<file path="config.mk">
export PLATFORM = sky130hd
export DESIGN_NAME = seg_display_scan
export DESIGN_NICKNAME = d
export VERILOG_FILES = /design/src/rtl/seg_display_scan.sv
export SDC_FILE = /design/constraint.sdc
export NUM_CORES = 1
export LEC_CHECK = 0
export BUFFER_PORTS_ARGS = -buffer_cell sky130_fd_sc_hd__buf_2
export CORE_MARGIN = 2
export CORE_UTILIZATION = 43
export DETAILED_ROUTE_END_ITERATION = 12
export PLACE_DENSITY = 0.66
export SYNTH_ARGS = -nofsm -noshare
export SYNTH_HDL_FRONTEND = slang
export SYNTH_SLANG_ARGS = --single-unit
</file>
<file path="constraint.sdc">
create_clock -name clk -period 4.24 [get_ports clk]
set_clock_uncertainty 0.2 [all_clocks]
set_input_delay 0.424 -clock clk [delete_from_list [all_inputs] [get_ports clk]]
set_output_delay 0.424 -clock clk [all_outputs]
set_load 0.005 [all_outputs]
</file>
<file path="src/rtl/seg_display_scan.sv">
// Multiplexed 7-segment scanner: one digit per slot, frame-latched value,
// leading-zero blanking and 16-step PWM brightness via anode gating.
module seg_display_scan #(
  parameter int NUM_DIGITS  = 4,
  parameter int REFRESH_DIV = 100000,
  parameter bit ACTIVE_LOW  = 1'b1
) (
  input  logic                    clk,
  input  logic                    rst,
  input  logic [4*NUM_DIGITS-1:0] value,
  input  logic [NUM_DIGITS-1:0]   dp_mask,
  input  logic                    blank_lz,
  input  logic [3:0]              bright,
  output logic [7:0]              seg,
  output logic [NUM_DIGITS-1:0]   an,
  output logic                    frame_tick
);

  localparam int STEP  = REFRESH_DIV / 16;
  localparam int SUB_W = (STEP > 1) ? $clog2(STEP) : 1;
  localparam int DIG_W = (NUM_DIGITS > 1) ? $clog2(NUM_DIGITS) : 1;
  localparam logic [SUB_W-1:0]      SUB_LAST = SUB_W'(STEP - 1);
  localparam logic [DIG_W-1:0]      DIG_LAST = DIG_W'(NUM_DIGITS - 1);
  localparam logic [NUM_DIGITS-1:0] AN_OFF   = {NUM_DIGITS{ACTIVE_LOW}};
  localparam logic [7:0]            SEG_OFF  = {8{ACTIVE_LOW}};

  if (REFRESH_DIV < 16 || (REFRESH_DIV % 16) != 0) begin : g_bad_refresh_div
    $fatal(1, "seg_display_scan: REFRESH_DIV must be >=16 and a multiple of 16");
  end

  // The slot counter is kept as {phase, sub}: phase is the PWM step, so no divider is needed.
  logic [SUB_W-1:0]        r_sub_cnt;
  logic [3:0]              r_phase;
  logic [DIG_W-1:0]        r_digit;
  logic [4*NUM_DIGITS-1:0] r_shadow;
  logic                    r_frame_tick;
  logic [NUM_DIGITS-1:0]   r_an;
  logic [7:0]              r_seg;

  logic                    w_sub_last;
  logic                    w_slot_last;
  logic                    w_frame_start;
  logic [NUM_DIGITS:0]     w_zero_from;
  logic [3:0]              w_nib [NUM_DIGITS];
  logic [3:0]              w_cur_nib;
  logic [6:0]              w_glyph;
  logic                    w_blank;
  logic                    w_dp;
  logic                    w_an_on;
  logic [7:0]              w_seg_ah;
  logic [NUM_DIGITS-1:0]   w_an_ah;

  assign w_sub_last    = (r_sub_cnt == SUB_LAST);
  assign w_slot_last   = w_sub_last && (r_phase == 4'hF);
  assign w_frame_start = (r_sub_cnt == '0) && (r_phase == 4'h0) && (r_digit == '0);

  // w_zero_from[i]: shadow nibbles i..NUM_DIGITS-1 are all zero.
  assign w_zero_from[NUM_DIGITS] = 1'b1;
  for (genvar gi = 0; gi < NUM_DIGITS; gi++) begin : g_nib
    assign w_nib[gi]       = r_shadow[4*gi +: 4];
    assign w_zero_from[gi] = w_zero_from[gi+1] && (r_shadow[4*gi +: 4] == 4'h0);
  end

  assign w_cur_nib = w_nib[r_digit];
  assign w_blank   = blank_lz && (r_digit != '0) && w_zero_from[r_digit];
  assign w_dp      = dp_mask[r_digit];
  assign w_an_on   = (r_phase <= bright) && (!w_blank || w_dp);
  assign w_seg_ah  = {w_dp, (w_blank ? 7'h00 : w_glyph)};
  assign w_an_ah   = w_an_on ? (NUM_DIGITS'(1) << r_digit) : '0;

  always_comb begin
    w_glyph = 7'h00;
    case (w_cur_nib)
      4'h0: w_glyph = 7'h3F;
      4'h1: w_glyph = 7'h06;
      4'h2: w_glyph = 7'h5B;
      4'h3: w_glyph = 7'h4F;
      4'h4: w_glyph = 7'h66;
      4'h5: w_glyph = 7'h6D;
      4'h6: w_glyph = 7'h7D;
      4'h7: w_glyph = 7'h07;
      4'h8: w_glyph = 7'h7F;
      4'h9: w_glyph = 7'h6F;
      4'hA: w_glyph = 7'h77;
      4'hB: w_glyph = 7'h7C;
      4'hC: w_glyph = 7'h39;
      4'hD: w_glyph = 7'h5E;
      4'hE: w_glyph = 7'h79;
      4'hF: w_glyph = 7'h71;
      default: w_glyph = 7'h00;
    endcase
  end

  always_ff @(posedge clk) begin
    if (rst) begin
      r_sub_cnt    <= '0;
      r_phase      <= 4'h0;
      r_digit      <= '0;
      r_shadow     <= '0;
      r_frame_tick <= 1'b0;
      r_an         <= AN_OFF;
      r_seg        <= SEG_OFF;
    end else begin
      if (w_sub_last) begin
        r_sub_cnt <= '0;
        r_phase   <= r_phase + 4'h1;
      end else begin
        r_sub_cnt <= r_sub_cnt + 1'b1;
      end
      if (w_slot_last) begin
        r_digit <= (r_digit == DIG_LAST) ? '0 : r_digit + 1'b1;
      end
      if (w_frame_start) begin
        r_shadow <= value;
      end
      r_frame_tick <= w_frame_start;
      r_an         <= w_an_ah ^ AN_OFF;
      r_seg        <= w_seg_ah ^ SEG_OFF;
    end
  end

  assign seg        = r_seg;
  assign an         = r_an;
  assign frame_tick = r_frame_tick;

endmodule

</file>
==> impl_metrics.csv, run 1 <==
group,metric,value,unit
synth,synth-warning-count,0,
timing,final_min_period_over_clock_period,0.6738,
worst_setup_path,timing.critical_path.slowest_cell_delay,0.82,ns
worst_setup_path,worst_path_max_delay_cell,"sky130_fd_sc_hd__dfxtp_1",
routing,post-route-drc-count,0,
synth,async_flop_share,0,
clock_network,clock_tree_from_tritoncts,"done",
timing,finalHoldViolations,0,
synth,avgSynthCellArea,8.950,µm²
clock_network,cts_sinks,48,
floorplanning,die-area,0.006761,mm²
timing,timing_worst_slew_pin_value,1.036,ns
clock_network,cts.repair.resized,0,
floorplanning,die_height,82.23,µm
cells_and_area,area_growth_syn_to_layout,11.94,%
synth,synthDominantCellAreaShare,0.3652,
grt,globalRoute.totalOverflow,0,
routing,routed-via-count,2206,
status,status,"complete, no violations",
grt,wire_length_of_the_first_global_routing_pass,9611,µm
cells_and_area,multiInputGateArea,0.001545,mm²
timing,minimum_setup_slack_in_the_final_design,1.383,ns
clock_network,clockRootBuffer,"sky130_fd_sc_hd__clkbuf_8",
cells_and_area,fillCellCount,563,
placement,detailedPlace.worstSlack,1.361,ns
worst_setup_path,cp_top_family,"flip-flops",
synth,mappedNetlistNets,339,
worst_setup_path,critical_path.cell_chain,"inv_1, ha_1, or4b_1, a2111oi_2, a21oi_1, o311ai_0",
timing,finalSetupViolations,0,
floorplanning,design.core.area,0.005921,mm²
routing,initialDrtViolationCount,111,
grt,grt_antenna_before_repair,0,
clock_network,insertion_delay,0.31,ns
routing,wl_per_cell,14.12,µm
cells_and_area,nNetsFinal,371,
power,vdd.ir_drop.worst,0.0001608,V
clock_network,htree_levels,2,
grt,grt_max_degree,28,
timing,setup_repair_after_global_routing_missed_its_margin,"no",
cells_and_area,layout.cells.most_common,"sky130_fd_sc_hd__dfxtp_1",
floorplanning,initial_utilization,0.4444,
clock_network,cts-root-to-sink-buffers,2,
floorplanning,floorplan.io_pins,40,
routing,drt_wl_total,5678,µm
power,power-per-cell-area,313.6,mW/mm²
cells_and_area,layout_common_cells,"48 x sky130_fd_sc_hd__dfxtp_1, 39 x sky130_fd_sc_hd__buf_2, 27 x sky130_fd_sc_hd__a21oi_1, 23 x sky130_fd_sc_hd__nand3_1, 20 x sky130_fd_sc_hd__o21ai_0",
worst_setup_path,critical_path.endpoint_type,"register",
synth,synth.yosys.seq_area_share,0.3652,
clock_network,clk_pin_slew,0.09,ns
timing,final_max_slew_viol_count,0,
grt,first_global_vias,2097,
routing,drt_pass1_iterations,4,
synth,synth.lib_cells_used.distinct,48,
power,leakage,1.115,nW
placement,io_buffers,39,
cells_and_area,final_layout_size_suffix_gt1_frac,0.1957,
synth,ys_ff_latch,48,
placement,gp_congestion,0.7862,
worst_setup_path,crit_arrival,2.87,ns
timing,max_freq,350.0,MHz
worst_setup_path,crit_type,"register to register",
timing,worst_slew_margin_rel,0.3021,
cells_and_area,layout.area.seq,960.9,µm²
routing,final_antenna_net_count,0,
clock_network,post_cts_hold_buffer_count,0,
floorplanning,die-width,82.23,µm
min_path,hp-class,"input pin to register",
worst_setup_path,start_kind,"register",
clock_network,numCtsBuffers,5,
synth,number_of_enable_flip_flop_cells_after_synthesis,0,
routing,routed_via_density,5.488,
synth,synth_top_flop_cell,"sky130_fd_sc_hd__dfxtp_1",
synth,synth.top_cells.by_area,"sky130_fd_sc_hd__dfxtp_1 37%, sky130_fd_sc_hd__ha_1 8.6%, sky130_fd_sc_hd__a21oi_1 5.1%, sky130_fd_sc_hd__nand3_1 4.4%, sky130_fd_sc_hd__mux4_2 4.3%",
timing,finalWorstPathRequiredPeriod,2.857,ns
worst_setup_path,critPathBufInv,1,
worst_setup_path,worst_endpoint_required_time,4.25,ns
floorplanning,rows,28,
flow_run,max-cap-violations,0,
clock_network,post_cts_buffers,0,
placement,post-dp-hpwl,4231,µm
grt,grt_usage,0.1848,
synth,synth_cells,294,
cells_and_area,antenna_cells_inserted,0,
synth,synthesis.area,0.002631,mm²
timing,totalNegativeSetupSlack,0,ns
worst_setup_path,crit_path_max_fanout,18,
synth,yosysTopAreaCell,"sky130_fd_sc_hd__dfxtp_1",
## synthesized netlist by cell type (5+ instances only)
| library cell | n |
|---|---|
| sky130_fd_sc_hd__dfxtp_1 | 48 |
| sky130_fd_sc_hd__a21oi_1 | 27 |
| sky130_fd_sc_hd__nand3_1 | 23 |
| sky130_fd_sc_hd__o21ai_0 | 20 |
| sky130_fd_sc_hd__ha_1 | 18 |
| sky130_fd_sc_hd__nor2_1 | 18 |
| sky130_fd_sc_hd__nand2_1 | 17 |
| sky130_fd_sc_hd__inv_1 | 16 |
| sky130_fd_sc_hd__xnor2_1 | 9 |
| sky130_fd_sc_hd__clkbuf_1 | 8 |
| sky130_fd_sc_hd__mux2i_1 | 6 |
| sky130_fd_sc_hd__mux4_2 | 5 |
| sky130_fd_sc_hd__nand3b_1 | 5 |
| sky130_fd_sc_hd__nand4_1 | 5 |
| sky130_fd_sc_hd__or4_1 | 5 |
## report_power, final
part	switching [mW]	internal [mW]
clock	0.150	0.133
combinational	0.0770	0.0661
sequential	0.0205	0.477
total	0.247	0.677
## cell type report
class,instances,share of cell area
inverter,16,0.02039
timing repair buffer,39,0.06627
clock buffer,8,0.03059
sequential,48,0.3263
multi-input combinational,216,0.5246
tap,75,0.03186
## flip-flops by register name, indices dropped and copies added (netlist names)
register and cells:
an 4, r_sub_cnt 13, r_phase 4, r_shadow 16, r_digit 2, frame_tick 1
seg 8
## layer usage
layer,share of wire,track usage,up-vias
li1,-,-,1138
met1,0.48,0.2416,1019
met2,0.46,0.2992,39
met3,0.049,0.04783,10
met4,0.012,0.05500,0
met5,0,0,-
## kinds of logic after synthesis
family,after synthesis,share of synthesized area
compound gates,68,0.1607
xor+xnor,10,0.03329
fa+ha+maj,18,0.08559
buf+inv,30,0.04755
flops,48,0.3652
mux,15,0.08274
simple gates,105,0.2249
## worst paths after layout
kind                                                from                   endpoint  slack, ns  cells after the start
worst max register to register   r_digit[0]$_SDFFE_PP0P_          seg[6]$_SDFF_PP1_       1.38                      6
worst min register to register  r_shadow[9]$_SDFFE_PP0P_   r_shadow[9]$_SDFFE_PP0P_       0.30                      2
worst min-delay path                           value[14]  r_shadow[14]$_SDFFE_PP0P_       0.16                      3
worst max-delay path             r_digit[0]$_SDFFE_PP0P_          seg[6]$_SDFF_PP1_       1.38                      6
## tightest hold or removal path, cell delays in order
cell and delay (ns):
sky130_fd_sc_hd__buf_2 0.09, sky130_fd_sc_hd__nand3_1 0.05, sky130_fd_sc_hd__a21oi_1 0.06
## through the flow
| stage | instances | utilization | power (mW) | hold slack, ns | area (µm²) |
|---|---|---|---|---|---|
| floorplan | 294 | - | 0.6068 | 0.2519 | 2631 |
| global placement | 394 | 0.4822 | 0.6491 | 0.2792 | 2855 |
| detailed placement | 394 | 0.4822 | 0.6525 | 0.2852 | 2855 |
| CTS | 402 | 0.4975 | 0.9366 | 0.1529 | 2945 |
| global route | 402 | 0.4975 | 0.9790 | 0.1440 | 2945 |
| finish | 402 | 0.4975 | 0.9236 | 0.1574 | 2945 |
(Power assumes the default switching activity.)
==> inputs of run 2 (changes only) <==
--- a/config.mk
+++ b/config.mk
@@ -9,7 +9,7 @@
 export CORE_MARGIN = 2
 export CORE_UTILIZATION = 43
 export DETAILED_ROUTE_END_ITERATION = 12
-export PLACE_DENSITY = 0.66
+export PLACE_DENSITY = 0.69
 export SYNTH_ARGS = -nofsm -noshare
 export SYNTH_HDL_FRONTEND = slang
 export SYNTH_SLANG_ARGS = --single-unit
==> constraint.sdc (replaced) <==
create_clock -name clk -period 2.5 [get_ports clk]
set_clock_uncertainty 0.2 [all_clocks]
set_input_delay 0.25 -clock clk [delete_from_list [all_inputs] [get_ports clk]]
set_output_delay 0.25 -clock clk [all_outputs]
set_load 0.005 [all_outputs]
==> run 2 against run 1 <==
- sequential share of layout area shrank 1.3 points
- largest cell class unchanged
- register-to-register slack got worse by 1.2 ns
- sequential power up 70%
- clock power increased by 69%
- maximum frequency grew 24%
- worst hold slack lost 0.15 ns
- global-route usage barely moved
- critical endpoint is now seg[0]$_SDFF_PP1_
==> impl_metrics.csv, run 2 (synthesis gave the netlist of run 1 again) <==
group,metric,value,unit
min_path,hp-class,"input pin to register",
routing,drt_pass1_iterations,4,
power,finalPower,1.584,mW
worst_setup_path,regToRegEndpoint,"seg[0]$_SDFF_PP1_",
cells_and_area,layoutNonFillerInstCount,414,
floorplanning,design.core.area,0.005921,mm²
clock_network,clk_pin_slew,0.08,ns
cells_and_area,most_flop_heavy_register,"r_shadow",
worst_setup_path,crit-reg2reg-launch,"r_digit[0]$_SDFFE_PP0P_",
routing,met3_wire_length,301,µm
timing,totalNegativeSetupSlack,0,ns
timing,timing_worst_slew_pin_value,0.5110,ns
grt,globalRoute.totalOverflow,0,
routing,wl_met2,2642,µm
floorplanning,die-width,82.23,µm
cells_and_area,nNetsFinal,383,
power,leakage,1.171,nW
worst_setup_path,crit_type,"register to register",
timing,worst_slew_margin_rel,0.6562,
placement,detailed_place.area,0.002904,mm²
routing,initialDrtViolationCount,143,
routing,post-route-drc-count,0,
timing,minimum_setup_slack_in_the_final_design,0.1870,ns
cells_and_area,number_of_flip_flops_in_the_largest_register,16,
power,share_comb_of_total_power,0.164,
floorplanning,die-area,0.006761,mm²
timing,final_min_period_over_clock_period,0.9252,
timing,setup_repair_after_global_routing_missed_its_margin,"no",
clock_network,htree_levels,2,
power,proportion_of_power_drawn_by_flip_flops_and_latches,0.534,
timing,final_max_slew_viol_count,0,
clock_network,numCtsBuffers,5,
cells_and_area,layout_common_cells,"47 x sky130_fd_sc_hd__dfxtp_1, 39 x sky130_fd_sc_hd__buf_2, 26 x sky130_fd_sc_hd__a21oi_1, 23 x sky130_fd_sc_hd__nand3_1, 20 x sky130_fd_sc_hd__o21ai_0",
min_path,holdCritStartpoint,"value[10]",
floorplanning,die_height,82.23,µm
timing,finalHoldViolations,0,
grt,grt_usage,0.1851,
worst_setup_path,ff_to_ff_path_depth,6,
cells_and_area,layout.cells.most_common,"sky130_fd_sc_hd__dfxtp_1",
floorplanning,initial_utilization,0.4444,
cells_and_area,antenna_cells_inserted,0,
grt,grt_antenna_before_repair,0,
clock_network,clock_tree_from_tritoncts,"done",
power,vdd.ir_drop.worst,0.0002895,V
timing,finalSetupViolations,0,
placement,io_buffers,39,
routing,met1_length,2671,µm
clock_network,cts_sinks,48,
worst_setup_path,worst_endpoint_required_time,2.49,ns
grt,wire_length_of_the_first_global_routing_pass,9873,µm
clock_network,insertion_delay,0.30,ns
worst_setup_path,timing.reg2reg.setup_slack,0.19,ns
routing,topRoutingLayerUsed,"met4",
placement,detailedPlace.worstSlack,0.09128,ns
power,power.share.switching,0.2670,
status,status,"complete, no violations",
grt,grt_max_degree,28,
flow_run,max-cap-violations,0,
placement,post-dp-hpwl,4217,µm
power,power-per-cell-area,516.3,mW/mm²
worst_setup_path,crit_path_max_fanout,7,
routing,drt_wl_total,5679,µm
clock_network,clockRootBuffer,"sky130_fd_sc_hd__clkbuf_8",
power,net-switching-power,0.4229,mW
worst_setup_path,crit_arrival,2.31,ns
routing,routed_via_density,5.577,
clock_network,cts-root-to-sink-buffers,2,
cells_and_area,area_growth_syn_to_layout,16.60,%
worst_setup_path,critical_path.endpoint_type,"register",
floorplanning,rows,28,
routing,final_antenna_net_count,0,
floorplanning,floorplan.io_pins,40,
clock_network,post_cts_buffers,0,
routing,wl_per_cell,13.72,µm
cells_and_area,final_layout_size_suffix_gt1_frac,0.2124,
placement,placed_cells,400,
worst_setup_path,critPathLaunch,"r_digit[0]$_SDFFE_PP0P_",
worst_setup_path,critPathCapture,"seg[0]$_SDFF_PP1_",
power,internal_power,1.161,mW
timing,finalWorstPathRequiredPeriod,2.313,ns
timing,max_freq,432.3,MHz
cells_and_area,final_cell_area,0.003068,mm²
routing,routed-via-count,2309,
placement,gp_congestion,0.7785,
grt,first_global_vias,2106,
worst_setup_path,start_kind,"register",
power,share_clk_of_total_power,0.302,
## run 2: changes by cell type in the layout (fill, tap and decap cells not counted)
cell	before	now
sky130_fd_sc_hd__dfxtp_1	48	47
sky130_fd_sc_hd__a21oi_1	27	26
sky130_fd_sc_hd__buf_4	0	6
sky130_fd_sc_hd__a2111oi_2	1	0
sky130_fd_sc_hd__a21oi_2	0	1
sky130_fd_sc_hd__a2111oi_4	0	1
sky130_fd_sc_hd__dfxtp_2	0	1
sky130_fd_sc_hd__dlygate4sd3_1	0	6
## run 2: how the worst min path moves through the flow
stage | to | slack, ns | cells past startpoint
after floorplan | r_shadow[0]$_SDFFE_PP0P_ | 0.20 | 2
after global placement | r_shadow[8]$_SDFFE_PP0P_ | 0.28 | 2
after detailed placement | r_shadow[8]$_SDFFE_PP0P_ | 0.28 | 2
after CTS | r_shadow[7]$_SDFFE_PP0P_ | 0.002 | 3
after global routing | r_shadow[7]$_SDFFE_PP0P_ | 0.004 | 3
final | r_shadow[10]$_SDFFE_PP0P_ | 0.004 | 3
## run 2: routing by layer
metal | track usage | up-vias
met2 | 0.2895 | 52
met3 | 0.04022 | 8
met4 | 0.05167 | 0
li1 | - | 1163
met1 | 0.2564 | 1086
met5 | 0 | -
## run 2: power groups by stage
stage | clock [mW] | combinational (mW) | sequential, mW
2_1_floorplan | 0 | 0.177 | 0.853
6_report | 0.478 | 0.260 | 0.846
3_5_place_dp | 0 | 0.252 | 0.863
5_1_grt | 0.527 | 0.297 | 0.854
3_3_place_gp | 0 | 0.248 | 0.861
4_1_cts | 0.493 | 0.261 | 0.844
## run 2: layout make-up
class                           instances  area [µm²]
Fill cell                             576        2853
Multi-Input combinational cell        216        1562
Sequential cell                        48       962.2
Timing Repair Buffer                   51       300.3
Tap cell                               75       93.84
Clock buffer                            8       90.09
Inverter                               16       60.06
## run 2: repair_timing
action,in CTS,in global routing
hold buffers,6,0
hold endpoints to repair,6,0
endpoints found under the setup margin,0,10
resized for setup,0,2
## run 2: through the flow
step | util | hold WS (ns)
final | 0.5182 | 0.004470
after global routing | 0.5182 | 0.003934
after CTS | 0.5159 | 0.001865
after detailed placement | 0.4905 | 0.2822
after global placement | 0.4905 | 0.2769
after floorplan | - | 0.2019
## run 2: worst max-delay path: stages (launching register included)
cell,delay [ns]
sky130_fd_sc_hd__dfxtp_2,0.41
sky130_fd_sc_hd__mux4_2,0.59
sky130_fd_sc_hd__inv_1,0.11
sky130_fd_sc_hd__ha_1,0.27
sky130_fd_sc_hd__mux2i_1,0.10
sky130_fd_sc_hd__and3_1,0.19
sky130_fd_sc_hd__o41ai_1,0.34
